File: src/rtl/bure_decode_stage.sv
// Bure RV32I decode stage: decodes fetch's instruction into the ALU operand/control
// bundle and holds it in one pipeline register with valid/ready handshakes on both sides.
module bure_decode_stage #(
    parameter int DATA_WIDTH = 32
) (
    input  logic                  i_clk,
    input  logic                  i_rst_n,
    input  logic                  i_valid,
    output logic                  o_ready,
    input  logic [31:0]           i_instr,
    input  logic [DATA_WIDTH-1:0] i_pc,
    output logic [4:0]            o_rs1_addr,
    output logic [4:0]            o_rs2_addr,
    input  logic [DATA_WIDTH-1:0] i_rs1_data,
    input  logic [DATA_WIDTH-1:0] i_rs2_data,
    input  logic                  i_flush,
    output logic                  o_valid,
    input  logic                  i_ready,
    output logic                  o_force_add,
    output logic [2:0]            o_funct3,
    output logic [6:0]            o_funct7,
    output logic [DATA_WIDTH-1:0] o_data_lhs,
    output logic [DATA_WIDTH-1:0] o_data_rhs,
    output logic [4:0]            o_rd_addr,
    output logic                  o_wb_en,
    output logic                  o_mem_read,
    output logic                  o_mem_write,
    output logic [DATA_WIDTH-1:0] o_store_data,
    output logic                  o_illegal
);

    localparam logic [6:0] OPC_OP     = 7'b0110011;
    localparam logic [6:0] OPC_OP_IMM = 7'b0010011;
    localparam logic [6:0] OPC_LOAD   = 7'b0000011;
    localparam logic [6:0] OPC_STORE  = 7'b0100011;
    localparam logic [6:0] OPC_LUI    = 7'b0110111;
    localparam logic [6:0] OPC_AUIPC  = 7'b0010111;

    function automatic logic signed [DATA_WIDTH-1:0] imm_i(input logic [31:0] instr);
        logic signed [11:0] imm;
        imm = instr[31:20];
        return DATA_WIDTH'(imm);
    endfunction

    function automatic logic signed [DATA_WIDTH-1:0] imm_s(input logic [31:0] instr);
        logic signed [11:0] imm;
        imm = {instr[31:25], instr[11:7]};
        return DATA_WIDTH'(imm);
    endfunction

    function automatic logic signed [DATA_WIDTH-1:0] imm_u(input logic [31:0] instr);
        logic signed [31:0] imm;
        imm = {instr[31:12], 12'b0};
        return DATA_WIDTH'(imm);
    endfunction

    logic [6:0]                   opcode;
    logic [2:0]                   funct3;
    logic                         is_shift;
    logic                         capture;

    logic                         force_add_d;
    logic [2:0]                   funct3_d;
    logic [6:0]                   funct7_d;
    logic signed [DATA_WIDTH-1:0] lhs_d;
    logic signed [DATA_WIDTH-1:0] rhs_d;
    logic                         wb_en_d;
    logic                         mem_read_d;
    logic                         mem_write_d;
    logic [DATA_WIDTH-1:0]        store_data_d;
    logic                         illegal_d;

    logic                         vld_p1;
    logic                         force_add_p1;
    logic [2:0]                   funct3_p1;
    logic [6:0]                   funct7_p1;
    logic signed [DATA_WIDTH-1:0] lhs_p1;
    logic signed [DATA_WIDTH-1:0] rhs_p1;
    logic [4:0]                   rd_p1;
    logic                         wb_en_p1;
    logic                         mem_read_p1;
    logic                         mem_write_p1;
    logic [DATA_WIDTH-1:0]        store_data_p1;
    logic                         illegal_p1;

    assign opcode     = i_instr[6:0];
    assign funct3     = i_instr[14:12];
    assign is_shift   = (funct3 == 3'b001) || (funct3 == 3'b101);
    assign o_rs1_addr = i_instr[19:15];
    assign o_rs2_addr = i_instr[24:20];

    assign o_ready = (!vld_p1 || i_ready) && !i_flush;
    assign capture = i_valid && o_ready;

    always_comb begin
        force_add_d  = 1'b0;
        funct3_d     = 3'b0;
        funct7_d     = 7'b0;
        lhs_d        = '0;
        rhs_d        = '0;
        wb_en_d      = 1'b0;
        mem_read_d   = 1'b0;
        mem_write_d  = 1'b0;
        store_data_d = '0;
        illegal_d    = 1'b0;
        case (opcode)
            OPC_OP: begin
                funct3_d = funct3;
                funct7_d = i_instr[31:25];
                lhs_d    = $signed(i_rs1_data);
                rhs_d    = $signed(i_rs2_data);
                wb_en_d  = 1'b1;
            end
            OPC_OP_IMM: begin
                funct3_d = funct3;
                lhs_d    = $signed(i_rs1_data);
                wb_en_d  = 1'b1;
                // Shifts carry the SRA/SRL selector in funct7, so rhs is the bare shamt;
                // other OP-IMM forms must not leak imm[11:5] into funct7 (ADDI vs SUB).
                if (is_shift) begin
                    funct7_d = i_instr[31:25];
                    rhs_d    = $signed(DATA_WIDTH'(i_instr[24:20]));
                end else begin
                    rhs_d    = imm_i(i_instr);
                end
            end
            OPC_LOAD: begin
                force_add_d = 1'b1;
                funct3_d    = funct3;
                lhs_d       = $signed(i_rs1_data);
                rhs_d       = imm_i(i_instr);
                mem_read_d  = 1'b1;
                wb_en_d     = 1'b1;
            end
            OPC_STORE: begin
                force_add_d  = 1'b1;
                funct3_d     = funct3;
                lhs_d        = $signed(i_rs1_data);
                rhs_d        = imm_s(i_instr);
                mem_write_d  = 1'b1;
                store_data_d = i_rs2_data;
            end
            OPC_LUI: begin
                force_add_d = 1'b1;
                rhs_d       = imm_u(i_instr);
                wb_en_d     = 1'b1;
            end
            OPC_AUIPC: begin
                force_add_d = 1'b1;
                lhs_d       = $signed(i_pc);
                rhs_d       = imm_u(i_instr);
                wb_en_d     = 1'b1;
            end
            default: illegal_d = 1'b1;
        endcase
        if (i_instr[11:7] == 5'd0) begin
            wb_en_d = 1'b0;
        end
    end

    // Stage p1: decoded bundle register
    always_ff @(posedge i_clk or negedge i_rst_n) begin
        if (!i_rst_n) begin
            vld_p1        <= 1'b0;
            force_add_p1  <= 1'b0;
            funct3_p1     <= 3'b0;
            funct7_p1     <= 7'b0;
            lhs_p1        <= '0;
            rhs_p1        <= '0;
            rd_p1         <= 5'b0;
            wb_en_p1      <= 1'b0;
            mem_read_p1   <= 1'b0;
            mem_write_p1  <= 1'b0;
            store_data_p1 <= '0;
            illegal_p1    <= 1'b0;
        end else if (i_flush) begin
            vld_p1 <= 1'b0;
        end else if (capture) begin
            vld_p1        <= 1'b1;
            force_add_p1  <= force_add_d;
            funct3_p1     <= funct3_d;
            funct7_p1     <= funct7_d;
            lhs_p1        <= lhs_d;
            rhs_p1        <= rhs_d;
            rd_p1         <= i_instr[11:7];
            wb_en_p1      <= wb_en_d;
            mem_read_p1   <= mem_read_d;
            mem_write_p1  <= mem_write_d;
            store_data_p1 <= store_data_d;
            illegal_p1    <= illegal_d;
        end else if (vld_p1 && i_ready) begin
            vld_p1 <= 1'b0;
        end
    end

    assign o_valid      = vld_p1;
    assign o_force_add  = force_add_p1;
    assign o_funct3     = funct3_p1;
    assign o_funct7     = funct7_p1;
    assign o_data_lhs   = lhs_p1;
    assign o_data_rhs   = rhs_p1;
    assign o_rd_addr    = rd_p1;
    assign o_wb_en      = wb_en_p1;
    assign o_mem_read   = mem_read_p1;
    assign o_mem_write  = mem_write_p1;
    assign o_store_data = store_data_p1;
    assign o_illegal    = illegal_p1;

endmodule

File: config.mk
export PLATFORM = sky130hd
export DESIGN_NAME = bure_decode_stage
export DESIGN_NICKNAME = d
export VERILOG_FILES = /design/src/rtl/bure_decode_stage.sv
export SDC_FILE = /design/constraint.sdc
export NUM_CORES = 1
export LEC_CHECK = 0
export ABC_AREA = 0
export CAP_MARGIN = 10
export CORE_ASPECT_RATIO = 0.75
export CORE_MARGIN = 1
export CORE_UTILIZATION = 30
export CTS_CLUSTER_SIZE = 40
export DETAILED_ROUTE_END_ITERATION = 6
export HOLD_SLACK_MARGIN = 0.03
export PLACE_DENSITY_LB_ADDON = 0.08
export SLEW_MARGIN = 25
export SYNTH_ARGS = -nofsm -noshare
export SYNTH_HDL_FRONTEND = slang
export SYNTH_SLANG_ARGS = --single-unit
File: constraint.sdc
create_clock -name i_clk -period 1.4 [get_ports i_clk]
set_input_delay 0.28 -clock i_clk [delete_from_list [all_inputs] [get_ports i_clk]]
set_output_delay 0.28 -clock i_clk [all_outputs]
set_load 0.05 [all_outputs]
==> impl_metrics.csv <==
group,metric,value,unit
drt,routedWlPerCell,21.7,um
timing,finalSetupViolCount,118,
placement,io_buffers,260,
setup_path,critPathArrivalTime,2.09,ns
synth,synthCells,415,
grt,grt_max_degree,34,
timing,layout_worst_path_cycle_share,1.25,
grt,antenna_found_initial,0,
drt,drtAntennaViolNets,0,
setup_path,r2r_start,"o_valid",
drt,vias,4900,
clock_network,cts_buffer_depth,2,
drt,drt_iter0_drc,222,
clock_network,cts_root_buffer,"clkbuf_16",
clock_network,clock-sinks,117,
clock_network,h-tree-depth,4,
grt,overflow,0,
setup_path,start_kind,"flop",
run_status,status,"complete, but fails checks",
drt,viasPerCell,5.09,
synth,ys_seq_area_frac,0.585,
min_path,holdPathEnd,"o_valid",
min_path,min_path_type,"in -> reg",
synth,synth_top_cell_by_area,"dfrtp_1",
pwr,p_per_area,862,nW/um^2
timing,timing.slew.headroom,0.768,
die,rows,40,
drt,drcViolationCount,0,
timing,hold_viol_final,0,
die,die_area,17200,um^2
synth,muxShareOfSynthArea,0.00999,
placement,place_area,9460,um^2
synth,yosys_warnings,0,
setup_path,path_class,"reg -> reg",
placement,dpl.hpwl,13.8,mm
setup_path,endpoint_kind,"flop",
synth,yosys.area.top_type_share,0.585,
min_path,hold_depth,3,
clock_network,numCtsBuffers,17,
run_status,violations,"setup timing",
synth,synthTopCellsByArea,"dfrtp_1 58%, a22o_1 14%, a221o_1 5.2%",
layout,mostFrequentLayoutCell,"buf_12",
layout,nFillCells,1147,
synth,synth_top_family_by_area,"compound AO/OA/AOI/OAI gates",
setup_path,reg2reg_to,"o_data_lhs[20]",
setup_path,worst_ep_required_time,1.73,ns
timing,fin_hold_ws,0.209,ns
timing,finalCriticalPeriod,1.75,ns
layout,layout.cells.most_common_list,"147 x buf_12, 124 x clkdlybuf4s50_1, 116 x dfrtp_1, 82 x a22o_1, 34 x nand2_1",
grt,grt_pass1_vias,5124,
die,core_area,16200,um^2
die,die_h,114,um
pwr,leakagePower,5.21,nW
placement,dp_slack,-0.907,ns
synth,synth_fa_ha_area_frac,0,
clock_network,tritoncts,"built",
layout,fin_nets,874,
timing,setup_ws,-0.351,ns
clock_network,clock_latency,0.41,ns
drt,wl,20.9,mm
timing,worst_pin_slew,0.347,ns
setup_path,r2r_cells,9,
job,cap_violations,0,
timing,fin_worst_skew,0.00713,ns
layout,drive_gt1_frac,0.363,
synth,synth-seq-cells,117,
grt,grt_use_total,0.244,
layout,final_cells,963,
placement,place_inst,888,
layout,syn_to_final_growth,118,%
die,ios,261,
layout,diodes,0,
setup_path,crit_fanout,8,
synth,synth-compound-area-share,0.280,
synth,synth-xor-area-share,0,
synth,synthSimpleGateAreaFrac,0.0792,
grt,grt_pass1_wl,31.0,mm
synth,avgSynthCellArea,12.1,um^2
clock_network,clk_pin_slew,0.05,ns
drt,firstDrtPassIters,4,
min_path,hold_start,"i_valid",
timing,rsz0062_at_grt,"true",
synth,synth_cell_types,31,
timing,maxSlewViolCount,0,
pwr,peakVddDrop,721,uV
layout,stdcell_area,10900,um^2
synth,syn-cell-area,5010,um^2
synth,syn-num-nets,548,
setup_path,rrSetupSlack,-0.35,ns
timing,fmax,571,MHz
die,dieWidth,151,um
placement,gp_congestion,0.756,
die,start_util,0.310,
[area by class of cell]
type,count,area (um^2),share of cell area
clock inverters,8,76.3,0.00698
flip-flops and latches,117,2930,0.268
multi-input cells,252,1970,0.180
clock buffers,23,478,0.0437
repair buffers,352,5220,0.477
well taps,210,263,0.0240
inverters,1,3.75,0.000343
[where the power goes]
group	internal [mW]	switching, mW
clock network	2.56	1.52
registers	3.46	0.0862
logic	0.985	0.819
[synthesized netlist by cell type]
master	n
nand4bb_4	1
a21oi_1	27
nand4b_1	1
nor2b_1	2
nand2_1	37
buf_1	1
buf_4	13
nor4b_4	1
mux2i_1	5
a21o_1	33
clkbuf_1	25
nor2_1	13
and2_0	1
nand3b_1	1
o21bai_1	1
o21ai_0	2
and2_1	8
a221o_1	26
a32o_1	1
dfrtp_1	117
nand3b_4	1
and3_1	1
and2b_1	1
nor3_1	2
nor3b_2	1
a22o_1	82
buf_2	7
inv_1	1
nor3_2	1
o2111a_1	1
nand2b_1	1
[repair_timing]
action / 4_1_cts / 5_1_grt
hold buffers: 1 / 0
hold endpoints to repair: 17 / 0
cloned: 14 / 6
pin swaps: 54 / 26
resized for setup: 62 / 23
setup endpoints to repair: 112 / 118
setup buffers: 24 / 4
[sequential cells by signal, summed over array words and instances (netlist names)]
name	count
o_data_lhs	32
o_data_rhs	32
o_store_data	32
o_funct7	7
o_rd_addr	5
o_funct3	3
o_force_add	1
o_illegal	1
o_mem_read	1
o_mem_write	1
o_valid	1
o_wb_en	1
[per-layer routing]
layer  vias up  track usage  routed length [um]
met4         0       0.0593                 324
met5         -            0                   0
met1      2447        0.330                9070
met3        22       0.0776                1580
li1       2224            -                   -
met2       207        0.380                9890
[per-stage QoR]
stage          power, mW  TNS [ns]  utilization
5_1_grt             9.78    -36.92        0.676
6_report            9.43    -31.12        0.676
4_1_cts             9.50    -28.04        0.668
3_3_place_gp        5.21    -82.75        0.585
3_5_place_dp        5.22    -81.42        0.585
2_1_floorplan       4.13    -23.81            -
[how the worst max path moves through the flow]
stage,from,cells past startpoint,slack [ns],end
after global routing,o_valid,9,-0.40,o_data_rhs[22]
after global placement,i_instr[6],5,-1.02,o_data_rhs[9]
after floorplan,o_valid,6,-0.27,o_store_data[22]
after CTS,o_valid,5,-0.32,o_ready
final,o_valid,9,-0.35,o_data_lhs[20]
after detailed placement,i_instr[6],6,-0.91,o_data_rhs[13]
[worst max-delay path, stage by stage, from the launching register on]
cell and delay, ns:
dfrtp_2 0.41, buf_4 0.14, buf_6 0.11, nand2b_4 0.08
nand3b_4 0.12, buf_12 0.16, nor3b_4 0.22, buf_6 0.15
buf_12 0.13, a21o_1 0.15
[cells by family after synthesis]
logic type / after synthesis
AO/OA/AOI/OAI: 173
buffers and inverters: 47
flip-flops: 117
multiplexers: 5
AND/OR/NAND/NOR: 73
Note: power is estimated with default switching activity, not from simulation.
